**config.mk**
```make
export PLATFORM = sky130hd
export DESIGN_NAME = ahb_ram_ctrl
export DESIGN_NICKNAME = d
export VERILOG_FILES = /design/src/rtl/ahb_pkg.sv /design/src/rtl/ahb_ram_be_gen.sv /design/src/rtl/ahb_ram_ctrl.sv
export SDC_FILE = /design/constraint.sdc
export NUM_CORES = 1
export LEC_CHECK = 0
export ABC_AREA = 1
export CORE_AREA = 5 5 80 97
export DETAILED_ROUTE_END_ITERATION = 16
export DIE_AREA = 0 0 85 102
export PLACE_DENSITY_LB_ADDON = 0.25
export SETUP_SLACK_MARGIN = 0.2
export SLEW_MARGIN = 20
export SYNTH_ARGS = -nofsm -noshare
export SYNTH_HDL_FRONTEND = slang
export SYNTH_HIERARCHICAL = 1
export SYNTH_SLANG_ARGS = --single-unit
```
**constraint.sdc**
```tcl
create_clock -name hclk -period 4.3 [get_ports hclk]
set_input_delay 0.645 -clock hclk [delete_from_list [all_inputs] [get_ports hclk]]
set_output_delay 0.645 -clock hclk [all_outputs]
set_load 0.01 [all_outputs]
```
**src/rtl/ahb_pkg.sv**
```systemverilog
// Shared AHB-Lite encodings and the RAM controller FSM state type.
// Latency: n/a (constants and types only).
// Backpressure: n/a.
package ahb_pkg;

    localparam logic [1:0] HTRANS_IDLE   = 2'b00;
    localparam logic [1:0] HTRANS_BUSY   = 2'b01;
    localparam logic [1:0] HTRANS_NONSEQ = 2'b10;
    localparam logic [1:0] HTRANS_SEQ    = 2'b11;

    localparam logic [1:0] HRESP_OKAY    = 2'b00;
    localparam logic [1:0] HRESP_ERROR   = 2'b01;

    localparam logic [2:0] HSIZE_BYTE    = 3'd0;
    localparam logic [2:0] HSIZE_HALF    = 3'd1;
    localparam logic [2:0] HSIZE_WORD    = 3'd2;
    localparam logic [2:0] HSIZE_DWORD   = 3'd3;

    typedef enum logic [2:0] {
        ST_IDLE = 3'd0,
        ST_WR   = 3'd1,
        ST_RD   = 3'd2,
        ST_ERR1 = 3'd3,
        ST_ERR2 = 3'd4
    } state_t;

endpackage

```
**src/rtl/ahb_ram_be_gen.sv**
```systemverilog
// Byte-enable and transfer-error decode for one AHB address phase.
// Latency: combinational, zero cycles.
// Backpressure: none; pure function of hsize and byte offset.
//
// Ports:
//   hsize  - AHB transfer size (log2 of byte count)
//   offset - byte offset of haddr within one bus word
//   be     - byte enables, little-endian lanes; all zero on error
//   err    - transfer wider than the bus or not naturally aligned
module ahb_ram_be_gen #(
    parameter int BW = 4
) (
    input  logic [2:0]             hsize,
    input  logic [$clog2(BW)-1:0]  offset,
    output logic [BW-1:0]          be,
    output logic                   err
);

    localparam int OFF_W = $clog2(BW);

    // hsize tops out at 7, so the byte count (128) still fits in 8 bits.
    logic [7:0] nbytes;

    always_comb begin
        nbytes = 8'd1 << hsize;
        err    = (hsize > 3'(OFF_W)) || ((8'(offset) & (nbytes - 8'd1)) != 8'd0);
        be     = '0;
        if (!err) begin
            for (int i = 0; i < BW; i++) begin
                be[i] = (i >= int'(offset)) && (i < int'(offset) + int'(nbytes));
            end
        end
    end

endmodule

```
**src/rtl/ahb_ram_ctrl.sv**
```systemverilog
// AHB-Lite slave bridging the bus to a single-port synchronous RAM.
// Latency: write data phase 1 cycle, read RD_LAT+1 cycles, error response 2 cycles.
// Backpressure: hready_out low during read wait states and the first error cycle.
//
// Ports:
//   hclk, hresetn            - clock, async active-low reset
//   hsel/haddr/htrans/hsize/hwrite/hready_in - AHB address phase
//   hwdata                   - AHB write data (data phase)
//   hready_out/hresp/hrdata  - AHB slave response
//   ram_en/ram_we/ram_be/ram_addr/ram_wdata - RAM request, one access per cycle max
//   ram_rdata                - RAM read data, valid RD_LAT cycles after a read strobe
module ahb_ram_ctrl
    import ahb_pkg::*;
#(
    parameter int DATA_W  = 32,
    parameter int ADDR_W  = 18,
    parameter int HADDR_W = 32,
    parameter int RD_LAT  = 1
) (
    input  logic                 hclk,
    input  logic                 hresetn,
    input  logic                 hsel,
    input  logic [HADDR_W-1:0]   haddr,
    input  logic [1:0]           htrans,
    input  logic [2:0]           hsize,
    input  logic                 hwrite,
    input  logic [DATA_W-1:0]    hwdata,
    input  logic                 hready_in,
    output logic                 hready_out,
    output logic [1:0]           hresp,
    output logic [DATA_W-1:0]    hrdata,
    output logic                 ram_en,
    output logic                 ram_we,
    output logic [DATA_W/8-1:0]  ram_be,
    output logic [ADDR_W-1:0]    ram_addr,
    output logic [DATA_W-1:0]    ram_wdata,
    input  logic [DATA_W-1:0]    ram_rdata
);

    localparam int         BW      = DATA_W / 8;
    localparam int         OFF_W   = $clog2(BW);
    localparam logic [2:0] RD_LAST = 3'(RD_LAT);

    // Address-phase information carried into the data phase.
    typedef struct packed {
        logic [ADDR_W-1:0] addr;
        logic [BW-1:0]     be;
    } req_t;

    state_t     state, state_nxt;
    logic [2:0] rd_cnt, rd_cnt_nxt;
    req_t       req_q, req_d;

    logic          accept;
    logic          phase_done;
    logic [BW-1:0] be_d;
    logic          err_d;

    // Upper haddr bits alias the RAM; htrans[0] does not affect acceptance.
    logic unused_addr_bits;
    assign unused_addr_bits = ^{haddr, htrans[0]};

    ahb_ram_be_gen #(.BW(BW)) u_be_gen (
        .hsize  (hsize),
        .offset (haddr[OFF_W-1:0]),
        .be     (be_d),
        .err    (err_d)
    );

    assign accept = hsel & (htrans == HTRANS_NONSEQ || htrans == HTRANS_SEQ) & hready_in;
    assign req_d  = '{addr: haddr[OFF_W+ADDR_W-1:OFF_W], be: be_d};

    // Last cycle of the current data phase: a new address phase may be taken.
    assign phase_done = !((state == ST_RD && rd_cnt != RD_LAST) || state == ST_ERR1);

    always_ff @(posedge hclk or negedge hresetn) begin
        if (!hresetn) begin
            state  <= ST_IDLE;
            rd_cnt <= '0;
            req_q  <= '0;
        end else begin
            state  <= state_nxt;
            rd_cnt <= rd_cnt_nxt;
            if (phase_done && accept) begin
                req_q <= req_d;
            end
        end
    end

    always_comb begin
        state_nxt  = state;
        rd_cnt_nxt = rd_cnt;
        if (phase_done) begin
            rd_cnt_nxt = '0;
            if (!accept)     state_nxt = ST_IDLE;
            else if (err_d)  state_nxt = ST_ERR1;
            else if (hwrite) state_nxt = ST_WR;
            else             state_nxt = ST_RD;
        end else if (state == ST_ERR1) begin
            state_nxt = ST_ERR2;
        end else begin
            rd_cnt_nxt = rd_cnt + 3'd1;
        end
    end

    always_comb begin
        hready_out = phase_done;
        hresp      = HRESP_OKAY;
        hrdata     = '0;
        ram_en     = 1'b0;
        ram_we     = 1'b0;
        ram_be     = '0;
        ram_addr   = '0;
        ram_wdata  = '0;
        case (state)
            ST_WR: begin
                ram_en    = 1'b1;
                ram_we    = 1'b1;
                ram_be    = req_q.be;
                ram_addr  = req_q.addr;
                ram_wdata = hwdata;
            end
            ST_RD: begin
                // Strobe once at the start; the RAM answers RD_LAT cycles later.
                if (rd_cnt == 3'd0) begin
                    ram_en   = 1'b1;
                    ram_addr = req_q.addr;
                end
                if (rd_cnt == RD_LAST) begin
                    hrdata = ram_rdata;
                end
            end
            ST_ERR1, ST_ERR2: hresp = HRESP_ERROR;
            default: ;
        endcase
    end

endmodule

```
After elaboration in Yosys (flattened, before gate mapping)
Cells that the tools add are included.
{"block": "classes", "n_addsub": 3, "bitwise": 3, "shifts": 1, "magnitude_cmp": 8, "n_mux": 18, "reduce_logical": 12, "n_eq_ne": 10}
{"operator": "$mux W32", "n": 3}
{"operator": "$lt A3 B32 Y1 const A", "n": 2}
{"operator": "$pmux W18 S2", "n": 1}
{"operator": "$lt A1 B32 Y1 const A", "n": 1}
{"operator": "$lt A2 B32 Y1 const A", "n": 1}
{"operator": "$mux W18", "n": 1}
{"operator": "$mux W3", "n": 4}
{"operator": "$add A2 B8 Y9", "n": 1}
{"operator": "$and A2 B8 Y8", "n": 1}
{"operator": "$mux W4", "n": 2}
{"operator": "$reduce_bool A8 Y1", "n": 1}
{"operator": "$shl A1 B3 Y8 const A", "n": 1}
{"operator": "$sub A8 B1 Y8 const B", "n": 1}
{"operator": "$eq A3 B1 Y1 const B", "n": 2}
{"operator": "$eq A3 B2 Y1 const B", "n": 2}
{"operator": "$mux W2", "n": 3}
{"operator": "$logic_and A1 B1 Y1", "n": 5}
{"operator": "$eq A2 B2 Y1 const B", "n": 2}
{"operator": "$ge A1 B2 Y1 const A", "n": 2}
{"operator": "$add A3 B1 Y3 const B", "n": 1}
{"operator": "$eq A3 B3 Y1 const B", "n": 1}
{"operator": "$gt A3 B2 Y1 const B", "n": 1}
{"operator": "$logic_not A3 Y1", "n": 1}
{"operator": "$logic_or A1 B1 Y1", "n": 3}
{"operator": "9 further kinds", "n": 12}
{"block": "totals", "word_cells": 59, "in_bits": 106, "out_inout_bits": 91, "reg_bits": 28}

Logic depth before layout (Yosys ltp)
Gate-level depths: netlist of the first run.
{"block": "logic_depth", "ltp_word": 8, "depth_mapped": 16, "ltp_nobuf": 16}

Hierarchy
Netlist of the first run, hierarchy kept.
{"mod": "ahb_ram_ctrl", "cells_per_inst": 326, "n_inst": 1, "seq_area_each_um2": 700.7, "area_each_um2": 1989.4}
{"mod": "ahb_ram_be_gen", "cells_per_inst": 44, "n_inst": 1, "seq_area_each_um2": 0.0, "area_each_um2": 225.2}

Least setup slack after synthesis of the first run
No wires, ideal clock.
{"block": "synth_path", "path_kind": "in2reg", "startpoint": "in hsize[0]", "endpoint": "reg req_q[2] in the netlist's numbering", "path_slack_ns": 2.050, "required_ns": 4.234, "setup_time_ns": 0.066, "cell_stages": 12, "t_arrival_ns": 2.184, "path_buffers": 0, "path_cell_list": "nor2_2 -> inv_1 -> nor2_1 -> ha_1 -> inv_1 -> fa_1 -> or2_2 -> nand2_1 -> nand2_1 -> nor2_1 -> nand3_1 -> nand2_1"}
{"block": "synth_between", "elab_chain_cells": 6, "word_cells_on_any_way": 10, "classes_between": "2 x add/sub; 2 x order compare; 1 x shift; 1 x mux; 1 x bitwise; 3 x reduce/logical"}
{"item": "start: declaration", "line_no": "ahb_ram_ctrl.sv:25", "text": "input logic [2:0] hsize,"}
{"item": "branches (longest 5 deep; another with $lt A3 B32 Y1)"}
{"item": "$mux W4 (*)", "line_no": "ahb_ram_be_gen.sv:28", "text": "if (!err) begin"}
{"item": "named net be_d[2]", "line_no": "ahb_ram_ctrl.sv:56", "text": "logic [BW-1:0] be_d;"}
{"item": "end signal: assignment", "line_no": "ahb_ram_ctrl.sv:85", "text": "req_q <= req_d;"}
{"item": "end: declaration", "line_no": "ahb_ram_ctrl.sv:52", "text": "req_t req_q, req_d;"}
Mark *: on every way through the listed nets, which the timed path passes.
A chain may end at the register's enable or synchronous reset.

Worst setup path after layout of the first run
{"block": "layout_path", "startpoint": "reg rd_cnt[1]", "endpoint": "out hrdata[27]"}
{"block": "layout_between", "elab_chain_cells": 3}
{"item": "start: declaration", "line_no": "ahb_ram_ctrl.sv:51", "text": "logic [2:0] rd_cnt, rd_cnt_nxt;"}
{"item": "start signal: assignment", "line_no": "ahb_ram_ctrl.sv:83", "text": "rd_cnt <= rd_cnt_nxt;"}
{"item": "$eq A3 B1 Y1", "line_no": "ahb_ram_ctrl.sv:129", "text": "if (rd_cnt == RD_LAST) begin"}
{"item": "$mux W32", "line_no": "ahb_ram_ctrl.sv:129"}
{"item": "$mux W32", "line_no": "ahb_ram_ctrl.sv:115", "text": "case (state)"}
{"item": "end: declaration", "line_no": "ahb_ram_ctrl.sv:31", "text": "output logic [DATA_W-1:0] hrdata,"}
Every way passes these cells.

==> flow_summary.toml, run 1 <==
[outcome]
status = "complete, no violations"

[floorplanning]
start_util_pct = 33.1
core_area_um2 = 6690
std_cell_rows = 33
dieArea_um2 = 8670
die_y_um = 102
io_pins = 197
die_w_um = 85

[clocking]
clock_latency_ps = 270
clkSinkCount = 28
cts.htree.levels = 1
path_clk_slew_ps = 100
post_cts_buffers = 0
cts_resized = 0
cts_hold_buf = 0
cts_max_path_buffers = 2
cts_root_buf = "clkbuf_8"
tritoncts = "done"
cts_buffers = 3

[worst_setup_path]
r2r_start = "rd_cnt[1]"
critical_path.max_fanout = 32
r2r_cells = 8
cp.arrival_ps = 2520
reg2reg_to = "req_q[14]"
cpMaxStageDelayCell = "inv_1"
r2r_slack_ps = 2400
slowest_delay_ps = 650
critPathCaptureType = "output pin"
crit_path_start_kind = "register"
path_cells = "inv_1 > ha_1 > nand2_1 > inv_1 > nand2_1 > nor2_1 > clkdlybuf4s50_1"
worst-setup-path-type = "reg -> out"
cp_data_required_time_ps = 3650

[synth]
syn_area_um2 = 2210
synth.distinct_cells = 25
syn_area_per_cell_um2 = 5.99
synth_nets = 483
ys_warn_count = 6
syn-instance-count = 370
synth_seq_cells = 28
yosysSeqAreaShare_pct = 31.6

[route]
routed_via_density = 4.30
routed_wl_um = 8300
drc = 0
wl_per_cell_um = 13.2
first_iter_violations = 92
ant_nets = 0
drtPass1Iterations = 5
routed-via-count = 2702

[sta]
slew_headroom_pct = 41.7
skew_ps = 4.33
rsz0062_at_grt = "false"
drv_slew = 0
hold_viol = 0
fin_crit_ps = 3160
fmax_mhz = 316
setup_viol = 0
setup_tns_ps = 0
worstMarginPinSlew_ps = 874
fin_crit_sh_pct = 73.6

[min_path]
hold_path.class = "reg -> reg"
hold_depth = 2
min_to = "req_q[16]"
worstHoldStart = "req_q[16]"

[layout]
syn_to_final_growth_pct = 85.7
n_antenna_cell = 0
utilization_pct = 61.5
layout.cells.non_filler = 629
layout.nets = 656
fillCellCount = 624
drive_above_1_share_pct = 4.06

[run]
drv_cap = 0

[power_and_ir_drop]
ir_drop_mv = 0.266
p_per_area_nw_per_um2 = 336
p_leak_uw = 0.00196

[global_routing]
grt_usage_pct = 18.1
grt_first_pass_wirelength_um = 12600
grt_pass1_vias = 2402
grt-ovfl-total = 0
grt_start_max_net_pins = 37
grt_antenna_before_repair = 0

[placement]
dp_hpwl_um = 6850
gp_congestion = 0.895
dp_cells = 625
numPortBuffers = 182
-- worst max-delay path by stage --
stage          startpoint    endpoint  cells past startpoint
3_5_place_dp     hsize[2]    req_q[2]                     13
3_3_place_gp    rd_cnt[1]  hrdata[22]                      7
6_report        rd_cnt[1]  hrdata[27]                      7
2_1_floorplan    hsize[0]    req_q[2]                     12
5_1_grt         rd_cnt[1]  hrdata[19]                      7
4_1_cts         rd_cnt[1]  hrdata[31]                      7
-- placed cells by master (no fill, tap or decap), types with 2 or more instances in the layout --
master           Yosys  final
clkdlybuf4s50_1      0    182
inv_2                2      2
inv_1               77     77
nor2_1              94     93
dfrtp_1             28     28
buf_4                3      3
nand2_1             98     98
clkbuf_8             0      4
o21ai_0              4      4
nor3_4               2      2
nor2_2               6      7
nand3_1             25     25
ha_1                 6      6
-- state kept, by name, indices dropped and copies added, names as in the netlist --
name / flops
state: 3
req_q: 22
rd_cnt: 3
-- Yosys cell counts (all sizes together) --
library cell	instances	area, um2
nor2	100	390
nand2	99	374
inv	79	297
dfrtp	28	701
nand3	25	125
buf	13	97.6
ha	6	75.1
o21ai	5	28.8
clkbuf	4	15.0
nor3	2	32.5
or2	2	12.5
a21o	1	7.51
a21oi	1	16.3
clkinv	1	3.75
conb	1	3.75
fa	1	20.0
nand4	1	6.26
xor2	1	8.76
-- per-layer routing --
layer | vias up | global-route usage (%) | part of all wire, %
met5 | - | 0 | 0
met4 | 0 | 5.85 | 2.2
met3 | 10 | 3.87 | 8.4
met2 | 109 | 33.1 | 51
met1 | 1184 | 21.0 | 38
li1 | 1399 | - | -
-- layout make-up --
| type | count | area (um2) | area share, % |
|---|---|---|---|
| Clock buffer | 4 | 55.1 | 1.34 |
| Inverter | 80 | 300 | 7.30 |
| Multi-Input combinational cell | 245 | 1100 | 26.8 |
| Sequential cell | 28 | 701 | 17.0 |
| Tap cell | 87 | 109 | 2.65 |
| Timing Repair Buffer | 185 | 1840 | 44.8 |
-- metrics by stage --
step           setup WS, ps  hold slack, ps  power [uW]  instance area, um2
4_1_cts                1100             482        1400                4110
6_report               1140             478        1380                4110
5_1_grt                 841             498        1500                4110
2_1_floorplan          2050             349         854                2210
3_3_place_gp           1460             454        1220                4060
3_5_place_dp           1420             459        1230                4060
-- worst max-delay path, delay by kind of cell, from the launching register on --
family,cells,cell delay (ps)
flip-flops,1,390
AND/OR/NAND/NOR,3,360
buffers and inverters,3,1340
adder cells (fa/ha/maj),1,150
-- where the power goes --
group / internal, uW / leakage (uW) / switching [uW]
clock network: 81.9 / 0.0000288 / 81.3
registers: 357 / 0.000360 / 53.6
logic: 376 / 0.00157 / 432
total: 815 / 0.00196 / 567
-- logic make-up after synthesis --
kind of cell             after synthesis  share of synthesized area [%]
AO/OA/AOI/OAI                          7                           2.37
XOR/XNOR                               1                          0.396
adder cells (fa/ha/maj)                7                           4.29
buffers and inverters                 97                           18.6
flip-flops                            28                           31.6
other                                  1                          0.169
AND/OR/NAND/NOR                      229                           42.5
No activity file was read; power rests on OpenSTA's default activity.
==> run 2, diff against run 1 <==
--- a/config.mk
+++ b/config.mk
@@ -6,9 +6,9 @@
 export NUM_CORES = 1
 export LEC_CHECK = 0
 export ABC_AREA = 1
-export CORE_AREA = 5 5 80 97
+export CORE_AREA = 5 5 82 100
 export DETAILED_ROUTE_END_ITERATION = 16
-export DIE_AREA = 0 0 85 102
+export DIE_AREA = 0 0 87 105
 export PLACE_DENSITY_LB_ADDON = 0.25
 export SETUP_SLACK_MARGIN = 0.2
 export SLEW_MARGIN = 20
==> constraint.sdc (replaced) <==
create_clock -name hclk -period 3.15 [get_ports hclk]
set_input_delay 0.4725 -clock hclk [delete_from_list [all_inputs] [get_ports hclk]]
set_output_delay 0.4725 -clock hclk [all_outputs]
set_load 0.01 [all_outputs]
==> run 2 against run 1 <==
Design area hardly changed. Worst hold slack gained 0.71 ps. Via count shrank 1.9%. Combinational power grew 36%. Utilization decreased by 3.6 points. Largest cell class unchanged. Highest routed layer unchanged. Clock power up 16%. Largest power group unchanged. Critical path depth fell by 3. Register-to-register slack lost 1200 ps. Sequential share of layout area about the same.
==> flow_summary.toml, run 2 (same netlist as run 1, synthesis figures left out) <==
[worst_setup_path]
cp.arrival_ps = 2310
path_cells = "nor3_4 > inv_1 > nor2_1 > clkdlybuf4s50_1"
critPathCaptureType = "output pin"
worst-setup-path-type = "reg -> out"
reg2reg_to = "req_q[10]"
r2r_start = "rd_cnt[1]"
crit_path_start_kind = "register"
r2r_cells = 8
critical_path.max_fanout = 32
slowest_delay_ps = 590
cp_data_required_time_ps = 2680
r2r_slack_ps = 1230
cpMaxStageDelayCell = "clkdlybuf4s50_1"

[layout]
utilization_pct = 57.9
final_cell_mix = "clkdlybuf4s50_1, nand2_1, nor2_1, inv_1, dfrtp_1"
syn_to_final_growth_pct = 85.6
drive_above_1_share_pct = 4.06
n_antenna_cell = 0
largest_reg_flops = 22
layout.nets = 657
reg_top3 = "req_q (22), rd_cnt (3), state (3)"
top_register = "req_q"
final_common_cell = "clkdlybuf4s50_1"

[outcome]
status = "complete, no violations"

[clocking]
cts_buffers = 3
cts_resized = 0
clock_latency_ps = 270
cts.htree.levels = 1
tritoncts = "done"
cts_hold_buf = 0
clkSinkCount = 28
cts_root_buf = "clkbuf_8"
path_clk_slew_ps = 90
post_cts_buffers = 0
cts_max_path_buffers = 2

[run]
drv_cap = 0

[route]
drtPass1Iterations = 4
routed_via_density = 4.20
routed_wl_um = 8230
routed-via-count = 2652
first_iter_violations = 72
ant_nets = 0
drc = 0
wl_per_cell_um = 13.0

[sta]
fin_crit_ps = 2780
skew_ps = 2.75
setup_viol = 0
fin_crit_sh_pct = 88.4
fmax_mhz = 359
drv_slew = 0
hold_viol = 0
setup_tns_ps = 0
slew_headroom_pct = 42.8
worstMarginPinSlew_ps = 856
rsz0062_at_grt = "true"

[placement]
dp_hpwl_um = 6770
gp_congestion = 0.864
numPortBuffers = 182

[floorplanning]
core_area_um2 = 7100
die_y_um = 105
dieArea_um2 = 9140
std_cell_rows = 34
die_w_um = 87
start_util_pct = 31.2
io_pins = 197

[min_path]
hold_path.class = "reg -> reg"
min_to = "req_q[7]"
worstHoldStart = "req_q[7]"
hold_depth = 2

[power_and_ir_drop]
p_leak_uw = 0.00196
p_per_area_nw_per_um2 = 453
ir_drop_mv = 0.343

[global_routing]
grt_pass1_vias = 2487
grt_start_max_net_pins = 37
grt_antenna_before_repair = 0
grt-ovfl-total = 0
grt_first_pass_wirelength_um = 12900
grt_usage_pct = 17.4
## run 2: routing by layer
layer	GRT usage [%]	share of wire, %
met2	31.1	49
met1	20.0	39
met4	5.35	2.3
met3	4.33	9.5
met5	0	0
## run 2: critical path: cells and delay by family (launching register included)
kind / cells / cell delay [ps]
flip-flops: 1 / 480
buffers and inverters: 2 / 1020
AND/OR/NAND/NOR: 2 / 550
## run 2: report_power, final
group | internal [uW] | switching, uW | total [uW]
logic | 516 | 588 | 1100
registers | 488 | 78.0 | 566
clock network | 85.6 | 103 | 189
## run 2: layout make-up
type / count / area (um2)
well taps: 90 / 113
clock buffers: 3 / 41.3
inverters: 80 / 300
repair buffers: 186 / 1850
flip-flops and latches: 28 / 701
multi-input cells: 245 / 1100
fillers: 691 / 2990
## run 2: how the worst max path moves through the flow
| stage | startpoint | endpoint | slack [ps] |
|---|---|---|---|
| 6_report | state[2] | hrdata[15] | 370 |
| 5_1_grt | state[2] | hrdata[15] | 170 |
| 4_1_cts | state[2] | hrdata[15] | 310 |
| 3_3_place_gp | hsize[2] | req_q[2] | 520 |
| 2_1_floorplan | hsize[0] | req_q[2] | 1070 |
| 3_5_place_dp | hsize[2] | req_q[2] | 490 |
## run 2: through the flow
step                total power (uW)  hold slack (ps)  instance area [um2]  worst slack (ps)  instances
finish                          1860              478                 4110               366        632
detailed placement              1700              460                 4070               490        629
global route                    2040              506                 4110               171        632
CTS                             1890              482                 4110               307        632
global placement                1670              455                 4070               520        629
floorplan                       1170              177                 2210              1070        370
